--- src/rtl/morse_encoder.sv ---
// ---------------------------------------------------------------------------
// morse_encoder
//   Keys one ASCII character at a time as International Morse code.
//   Letters (either case) and digits are sent as dots and dashes. A space
//   becomes a seven-unit word gap. Any other code is rejected with a pulse.
//   Every output comes straight from a flop, so nothing glitches downstream.
//
// Ports
//   clk            system clock, rising edge
//   rst            asynchronous reset, active low
//   char_valid_i   a character is offered on char_in_i
//   char_in_i      ASCII code, sampled only on the accept edge
//   abort_i        cancels the character in flight (no effect while idle)
//   char_ready_o   high while idle; a character is accepted on this edge
//   morse_out_o    keyed signal, 1 = tone/LED on
//   busy_o         inverse of char_ready_o
//   letter_done_o  one-cycle pulse when a character and its trailing gap end
//   bad_char_o     one-cycle pulse when an unencodable code is rejected
// ---------------------------------------------------------------------------
module morse_encoder #(
  parameter int unsigned UNIT_CYCLES = 12500000
) (
  input  logic       clk,
  input  logic       rst,
  input  logic       char_valid_i,
  input  logic [7:0] char_in_i,
  input  logic       abort_i,
  output logic       char_ready_o,
  output logic       morse_out_o,
  output logic       busy_o,
  output logic       letter_done_o,
  output logic       bad_char_o
);

  typedef enum logic [1:0] {IDLE, MARK, GAP, LGAP} state_t;

  localparam logic [31:0] UNIT_LAST = 32'(UNIT_CYCLES - 1);

  state_t      state_q, state_d;
  logic [31:0] cnt_q, cnt_d;
  logic [2:0]  units_q, units_d;
  logic [4:0]  pat_q, pat_d;
  logic [2:0]  elems_q, elems_d;
  logic        morse_q, morse_d;
  logic        ready_q, ready_d;
  logic        busy_q, busy_d;
  logic        done_q, done_d;
  logic        bad_q, bad_d;

  logic [8:0]  code;
  logic        unitEnd;
  logic        phaseEnd;

  // Character table. Result is {encodable, element count, pattern}, where the
  // pattern is left-justified in reading order (bit 4 goes first, 1 = dash).
  // Lower case folds onto upper case before the lookup.
  function automatic logic [8:0] lookup(input logic [7:0] c);
    logic [7:0] u;
    u = (c >= "a" && c <= "z") ? c - 8'h20 : c;
    case (u)
      "A": lookup = {1'b1, 3'd2, 5'b01000};
      "B": lookup = {1'b1, 3'd4, 5'b10000};
      "C": lookup = {1'b1, 3'd4, 5'b10100};
      "D": lookup = {1'b1, 3'd3, 5'b10000};
      "E": lookup = {1'b1, 3'd1, 5'b00000};
      "F": lookup = {1'b1, 3'd4, 5'b00100};
      "G": lookup = {1'b1, 3'd3, 5'b11000};
      "H": lookup = {1'b1, 3'd4, 5'b00000};
      "I": lookup = {1'b1, 3'd2, 5'b00000};
      "J": lookup = {1'b1, 3'd4, 5'b01110};
      "K": lookup = {1'b1, 3'd3, 5'b10100};
      "L": lookup = {1'b1, 3'd4, 5'b01000};
      "M": lookup = {1'b1, 3'd2, 5'b11000};
      "N": lookup = {1'b1, 3'd2, 5'b10000};
      "O": lookup = {1'b1, 3'd3, 5'b11100};
      "P": lookup = {1'b1, 3'd4, 5'b01100};
      "Q": lookup = {1'b1, 3'd4, 5'b11010};
      "R": lookup = {1'b1, 3'd3, 5'b01000};
      "S": lookup = {1'b1, 3'd3, 5'b00000};
      "T": lookup = {1'b1, 3'd1, 5'b10000};
      "U": lookup = {1'b1, 3'd3, 5'b00100};
      "V": lookup = {1'b1, 3'd4, 5'b00010};
      "W": lookup = {1'b1, 3'd3, 5'b01100};
      "X": lookup = {1'b1, 3'd4, 5'b10010};
      "Y": lookup = {1'b1, 3'd4, 5'b10110};
      "Z": lookup = {1'b1, 3'd4, 5'b11000};
      "0": lookup = {1'b1, 3'd5, 5'b11111};
      "1": lookup = {1'b1, 3'd5, 5'b01111};
      "2": lookup = {1'b1, 3'd5, 5'b00111};
      "3": lookup = {1'b1, 3'd5, 5'b00011};
      "4": lookup = {1'b1, 3'd5, 5'b00001};
      "5": lookup = {1'b1, 3'd5, 5'b00000};
      "6": lookup = {1'b1, 3'd5, 5'b10000};
      "7": lookup = {1'b1, 3'd5, 5'b11000};
      "8": lookup = {1'b1, 3'd5, 5'b11100};
      "9": lookup = {1'b1, 3'd5, 5'b11110};
      default: lookup = 9'd0;
    endcase
  endfunction

  // Timing: cnt_q counts clocks inside one unit and units_q counts the whole
  // units still to go after the current one. Splitting the two keeps a 7x
  // gap exact without ever multiplying UNIT_CYCLES, so nothing can overflow.
  // Every state or element change lands on a unit boundary, which is where
  // cnt_q has just wrapped to zero, so the counter is reloaded there too.
  // Abort wins over everything except idle, where it is ignored.
  always_comb begin
    state_d  = state_q;
    cnt_d    = cnt_q;
    units_d  = units_q;
    pat_d    = pat_q;
    elems_d  = elems_q;
    done_d   = 1'b0;
    bad_d    = 1'b0;
    code     = lookup(char_in_i);
    unitEnd  = (cnt_q == UNIT_LAST);
    phaseEnd = unitEnd && (units_q == 3'd0);

    if (state_q != IDLE) begin
      if (unitEnd) begin
        cnt_d = 32'd0;
        if (units_q != 3'd0) begin
          units_d = units_q - 3'd1;
        end
      end else begin
        cnt_d = cnt_q + 32'd1;
      end
    end

    case (state_q)
      IDLE: begin
        if (char_valid_i) begin
          if (code[8]) begin
            state_d = MARK;
            pat_d   = code[4:0];
            elems_d = code[7:5];
            units_d = code[4] ? 3'd2 : 3'd0;
            cnt_d   = 32'd0;
          end else if (char_in_i == 8'h20) begin
            state_d = LGAP;
            units_d = 3'd6;
            cnt_d   = 32'd0;
          end else begin
            bad_d = 1'b1;
          end
        end
      end
      MARK: begin
        if (phaseEnd) begin
          if (elems_q > 3'd1) begin
            state_d = GAP;
            elems_d = elems_q - 3'd1;
            pat_d   = {pat_q[3:0], 1'b0};
            units_d = 3'd0;
          end else begin
            state_d = LGAP;
            elems_d = 3'd0;
            units_d = 3'd2;
          end
        end
      end
      GAP: begin
        if (phaseEnd) begin
          state_d = MARK;
          units_d = pat_q[4] ? 3'd2 : 3'd0;
        end
      end
      LGAP: begin
        if (phaseEnd) begin
          state_d = IDLE;
          pat_d   = 5'd0;
          done_d  = 1'b1;
        end
      end
      default: state_d = IDLE;
    endcase

    if (state_q != IDLE && abort_i) begin
      state_d = IDLE;
      cnt_d   = 32'd0;
      units_d = 3'd0;
      pat_d   = 5'd0;
      elems_d = 3'd0;
      done_d  = 1'b0;
    end

    morse_d = (state_d == MARK);
    ready_d = (state_d == IDLE);
    busy_d  = (state_d != IDLE);
  end

  // State and output flops. Outputs are computed from the next state so they
  // line up with it, and the asynchronous reset drops the key at once.
  always_ff @(posedge clk or negedge rst) begin
    if (!rst) begin
      state_q <= IDLE;
      cnt_q   <= 32'd0;
      units_q <= 3'd0;
      pat_q   <= 5'd0;
      elems_q <= 3'd0;
      morse_q <= 1'b0;
      ready_q <= 1'b1;
      busy_q  <= 1'b0;
      done_q  <= 1'b0;
      bad_q   <= 1'b0;
    end else begin
      state_q <= state_d;
      cnt_q   <= cnt_d;
      units_q <= units_d;
      pat_q   <= pat_d;
      elems_q <= elems_d;
      morse_q <= morse_d;
      ready_q <= ready_d;
      busy_q  <= busy_d;
      done_q  <= done_d;
      bad_q   <= bad_d;
    end
  end

  assign char_ready_o  = ready_q;
  assign morse_out_o   = morse_q;
  assign busy_o        = busy_q;
  assign letter_done_o = done_q;
  assign bad_char_o    = bad_q;

endmodule
--- config.mk ---
export PLATFORM = sky130hd
export DESIGN_NAME = morse_encoder
export DESIGN_NICKNAME = d
export VERILOG_FILES = /design/src/rtl/morse_encoder.sv
export SDC_FILE = /design/constraint.sdc
export NUM_CORES = 1
export LEC_CHECK = 0
export CORE_MARGIN = 4
export CORE_UTILIZATION = 54
export DETAILED_ROUTE_END_ITERATION = 12
export GPL_ROUTABILITY_DRIVEN = 1
export PLACE_DENSITY = 0.73
export SETUP_SLACK_MARGIN = 0.1
export SYNTH_ARGS = -nofsm -noshare
export SYNTH_HDL_FRONTEND = slang
export SYNTH_SLANG_ARGS = --single-unit
--- constraint.sdc ---
create_clock -name clk -period 7.64 [get_ports clk]
set_input_delay 0.764 -clock clk [delete_from_list [all_inputs] [get_ports clk]]
set_output_delay 0.764 -clock clk [all_outputs]
set_load 0.005 [all_outputs]
==> reports/results.ini, run 1 <==
[drt]
drc=0
via_count=2855
drt_iter0_markers=154
drtPass1Iterations=5
drtAntennaViolNets=0
wl_um=7416
wl_per_cell_um=15.32
viasPerCell=5.899

[power_and_ir_drop]
leakage_uw=0.001616
peakVddDrop_uv=140.7
power_per_cell_area_mw_per_mm2=213.6

[layout]
final_nets=433
final_area_mm2=0.003736
final_cells=484
n_fill_cell=545
diodes=0
area_growth_pct=8.424
drive_gt1_frac=0.08313

[yosys]
yosysTopAreaCell=dfrtp_1
synth_area_mm2=0.003446
syn_nets=427
synth-seq-area-share=0.3635
synth_common_cells=nor2_1, dfrtp_1, nand2_1, xor2_1, inv_1
synth_seq_cells=50
synth_area_leaders=dfrtp_1, nor2_1, xor2_1, ha_1, nand2_1
syn_area_per_cell_um2=8.572
synth_cell_type_count=70
yosysWarnings=0
synth_edf_count=0
yosysMostFrequentCell=nor2_1
async_flop_share=1.000
synth.top_cell.area_share=0.3558
syn_inst=402
ys.flop_type=dfrtp_1

[grt]
grt_usage=0.2033
antenna_found_initial=0
grt_max_degree=51
grt_pass1_wl_um=12450
grt_pass1_vias=2598
overflow=0

[sta]
rsz0062_at_grt=no
worst_slew_pin_slew_ns=0.7865
finClkSkew_ns=0.008091
hold_viol=0
drv_slew=0
tns_ns=0
setup_slack_ns=3.858
slew_headroom=0.4740
post-route-period-util=0.4951
max_freq_ghz=0.2644
setup_violations=0
period_needed_ns=3.782

[clock_tree]
numCtsBuffers=5
cts_setup_buffers=0
clockBufferDepth=2
clkTransAtPathRegs_ns=0.10
cts.sinks=50
postCtsHoldBufs=0
cts_max_level=2
clock_latency_ns=0.31
post_cts_resized=0
clock-root-buffer=clkbuf_8
cts_tree=yes

[die]
start_util=0.5685
core_mm2=0.006061
row_count=28
fp.dieH_um=87.88
io-pin-count=17
die_x_um=87.88
die-area_mm2=0.007723

[status]
status=completed

[critical_path]
critPathKind=input port to flop
rrSetupSlack_ns=4.71
end_kind=flop
required_ns=7.88
start_kind=input port
cp.arrival_ns=4.02
worst-path-max-fanout=28

[placement]
dp_slack_ns=3.586
placed_cells=476
placed_area_mm2=0.003620
place.gp.congestion=0.9315
portBuffers=16
dp_hpwl_um=5498

[hold_path]
hp-class=input port to asynchronous set/reset pin

[flow_run]
cap_violations=0

-- layout by cell type, fill, tap and decap left out, types with 3 or more instances in the layout --
cell type / netlist / layout
o21a_1: 3 / 3
nor2_1: 55 / 55
mux2i_1: 7 / 7
inv_1: 18 / 18
xor2_1: 20 / 20
nand2_1: 43 / 43
ha_1: 13 / 13
clkdlybuf4s50_1: 0 / 15
mux2_2: 3 / 3
a21oi_1: 13 / 13
a31oi_1: 6 / 6
nand3b_1: 3 / 3
nand3_1: 13 / 13
nor4_1: 3 / 3
dfrtp_1: 49 / 49
o21ai_0: 10 / 10
and2_1: 3 / 3
xnor2_1: 10 / 10
nor3_1: 14 / 14
o21bai_1: 3 / 3
and3_1: 5 / 5
o211ai_1: 4 / 4
or3_1: 3 / 3
o22ai_1: 6 / 6
a211oi_1: 3 / 3
nand4_1: 11 / 11
nor2b_1: 10 / 10
or2_2: 3 / 3
clkbuf_8: 0 / 5
-- final cells by class --
cell class / instances / area, um^2 / area share
Timing Repair Buffer: 18 / 170.2 / 0.04555
Multi-Input combinational cell: 315 / 2036 / 0.5449
Clock inverter: 3 / 47.55 / 0.01273
Inverter: 18 / 67.56 / 0.01808
Tap cell: 75 / 93.84 / 0.02512
Clock buffer: 5 / 68.82 / 0.01842
Sequential cell: 50 / 1252 / 0.3352
-- final timing paths --
check                                   from          end  depth (start not counted)
worst max-delay path            char_in_i[1]    cnt_q[17]                         11
worst min-delay path                     rst     pat_q[2]                          2
worst max register to register     cnt_q[25]   elems_q[0]                          7
worst min register to register      pat_q[4]     pat_q[4]                          2
max in group asynchronous                rst  morse_out_o                          2
min in group clk                    pat_q[4]     pat_q[4]                          2
-- per-stage QoR --
step | hold slack (ns) | utilization | power, uW
after floorplan | 0.4684 | - | 531.8
after global placement | 0.5092 | 0.5972 | 605.3
after detailed placement | 0.5086 | 0.5972 | 607.0
after CTS | 0.5411 | 0.6164 | 800.5
after global routing | 0.5573 | 0.6164 | 849.4
final | 0.5372 | 0.6164 | 798.1
-- sequential cells by signal, summed over array words and instances (netlist names) --
name / cells
units_q: 3
pat_q: 5
letter_done_o: 1
char_ready_o: 1
morse_out_o: 1
state_q: 2
bad_char_o: 1
busy_o: 1
cnt_q: 32
elems_q: 3
-- kinds of logic after synthesis --
logic type                 count (synthesis)  share of synthesized area
and+or+nand+nor                          182                     0.2618
muxes                                     13                    0.04539
adders and majority gates                 13                    0.04721
DFF                                       50                     0.3635
AOI/OAI and AO/OA                         77                     0.1601
xor gates and xnor gates                  30                    0.07625
buffers and inverters                     37                    0.04575
-- worst max-delay path, cell delays in order --
cell and delay (ns):
clkdlybuf4s50_1 0.67, inv_1 0.22, ha_1 0.18, or4b_1 0.48, or2_0 0.34, a32oi_2 0.31, o22ai_1 0.19, a31oi_2 0.40
a21oi_2 0.09, buf_4 0.23, nor2_1 0.14
-- layer usage --
metal | GRT usage | wire length (um) | vias to the layer above
met2 | 0.3075 | 3198 | 77
met3 | 0.03010 | 369 | 7
met4 | 0.04184 | 60 | 0
met1 | 0.3096 | 3786 | 1346
li1 | - | - | 1425
met5 | 0 | 0 | -
-- report_power, final --
part           total, uW  leakage [uW]  internal [uW]  switching (uW)
sequential           327      0.000683            298            28.8
combinational        278      0.000874            114             163
clock                193     0.0000591            100            93.4
No activity file was read; power rests on OpenSTA's default activity.
==> inputs of run 2 (changes only) <==
Clock period 7.64 ns to 3.95 ns, I/O delays scaled along.
==> reports/results.ini, run 2 (same netlist as run 1, synthesis figures left out) <==
[layout]
final_nets=437  ; +0.92%
mostFrequentLayoutCell=nor2_1
n_fill_cell=529  ; -2.9%
final_cell_mix=nor2_1, dfrtp_1, nand2_1, xor2_1, inv_1
largest_reg_flops=32  ; unchanged
largest_register=cnt_q
largestRegisters=cnt_q x32, pat_q x5
diodes=0  ; unchanged
area_growth_pct=9.441
drive_gt1_frac=0.09201  ; +0.008880

[sta]
finClkSkew_ns=0.008062  ; -0.00002929 ns
tns_ns=0  ; unchanged
worst_slew_pin_slew_ns=0.7716  ; -0.01491 ns
rsz0062_at_grt=no
post-route-period-util=0.8214
period_needed_ns=3.245
hold_viol=0  ; unchanged
slew_headroom=0.4816  ; +0.007626
setup_slack_ns=0.7054  ; -3.152 ns
drv_slew=0  ; unchanged
max_freq_ghz=0.3082
setup_violations=0  ; unchanged

[placement]
place.gp.congestion=0.9346  ; +0.33%
dp_hpwl_um=5697  ; +3.6%
portBuffers=16  ; unchanged
dp_slack_ns=0.4297  ; -3.156 ns

[power_and_ir_drop]
power_per_cell_area_mw_per_mm2=415.9  ; +95%
leakage_uw=0.001638  ; +1.4%
peakVddDrop_uv=331.0  ; +140%

[grt]
antenna_found_initial=0  ; unchanged
overflow=0  ; unchanged
grt_pass1_vias=2690  ; +3.5%
grt_max_degree=29  ; -43%
grt_usage=0.2143  ; +0.01098
grt_pass1_wl_um=13080  ; +5.1%

[die]
core_mm2=0.006061  ; unchanged
fp.dieH_um=87.88  ; unchanged
row_count=28  ; unchanged
die-area_mm2=0.007723  ; unchanged
start_util=0.5685  ; unchanged
io-pin-count=17  ; unchanged
die_x_um=87.88  ; unchanged

[critical_path]
required_ns=4.18  ; -3.70 ns
worst-path-max-fanout=28  ; unchanged
start_kind=input port
cp.arrival_ns=3.47  ; -0.55 ns
critPathKind=input port to flop
end_kind=flop

[clock_tree]
numCtsBuffers=5  ; unchanged
cts_max_level=2  ; unchanged
cts.sinks=50  ; unchanged
cts_tree=yes
clock-root-buffer=clkbuf_8
clock_latency_ns=0.30  ; about the same
cts_setup_buffers=0  ; unchanged
clockBufferDepth=2  ; unchanged
clkTransAtPathRegs_ns=0.09  ; about the same
postCtsHoldBufs=0  ; unchanged
post_cts_resized=0  ; unchanged

[drt]
routed.top_layer=met4
drc=0  ; unchanged
drtAntennaViolNets=0  ; unchanged
dr_wl_met3_um=367  ; -0.54%
drt_iter0_markers=180  ; +17%
via_count=2916  ; +2.1%
wl_met1_um=3817  ; +0.82%
drtPass1Iterations=5  ; unchanged
wl_met2_um=3468  ; +8.4%
wl_per_cell_um=15.82  ; +3.3%
viasPerCell=5.975  ; +1.3%
wl_um=7721  ; +4.1%

[hold_path]
hp-class=input port to asynchronous set/reset pin

[flow_run]
cap_violations=0  ; unchanged

[status]
status=completed

## run 2: cell types whose count changed in the layout (fill, tap and decap cells not counted), sizes merged
cell,delta
inv,-1
clkbuf,+1
buf,+4
## run 2: path summary, 6_finish.rpt
kind | from | endpoint | slack, ns | cells after the start
worst max-delay path | char_in_i[0] | cnt_q[17] | 0.71 | 11
worst min-delay path | rst | bad_char_o | 0.10 | 1
worst max register to register | cnt_q[25] | pat_q[3] | 1.01 | 6
worst min register to register | pat_q[0] | pat_q[0] | 0.54 | 1
max in group asynchronous | rst | char_ready_o | 3.05 | 2
min in group clk | pat_q[0] | pat_q[0] | 0.54 | 1
## run 2: metrics by stage
step                      power [uW]  hold slack [ns]  area [um^2]    util  cells
final                           1568           0.1018         3771  0.6222    488
after global placement          1176           0.4508         3650  0.6022    480
after global routing            1665           0.1542         3771  0.6222    488
after detailed placement        1184           0.4632         3650  0.6022    480
after floorplan                 1029          0.09941         3446       -    402
after CTS                       1575           0.1429         3771  0.6222    488
## run 2: routing by layer
layer  up-vias  track usage
met1      1396       0.3201
met2        77       0.3253
met3         5      0.03857
met4         0      0.04603
li1       1438            -
met5         -            0
## run 2: layout make-up
type	instances	area, um^2	share of cell area
Timing Repair Buffer	22	200.2	0.05309
Sequential cell	50	1252	0.3321
Tap cell	75	93.84	0.02488
Clock buffer	6	82.58	0.02190
Clock inverter	2	38.79	0.01029
Inverter	18	67.56	0.01792
Multi-Input combinational cell	315	2036	0.5398
## run 2: where the power goes
group	switching (uW)	internal, uW	leakage (uW)
clock network	178	209	0.0000618
logic	322	224	0.000893
registers	59.0	576	0.000683
total	559	1010	0.00164
## run 2: critical path: stages
cell and delay [ns]:
clkdlybuf4s50_1 0.53, inv_1 0.20, ha_1 0.18, or4b_1 0.49, or2_0 0.35, a32oi_2 0.30, o22ai_1 0.19, a31oi_2 0.36
a21oi_2 0.09, buf_4 0.24, nor2_1 0.15
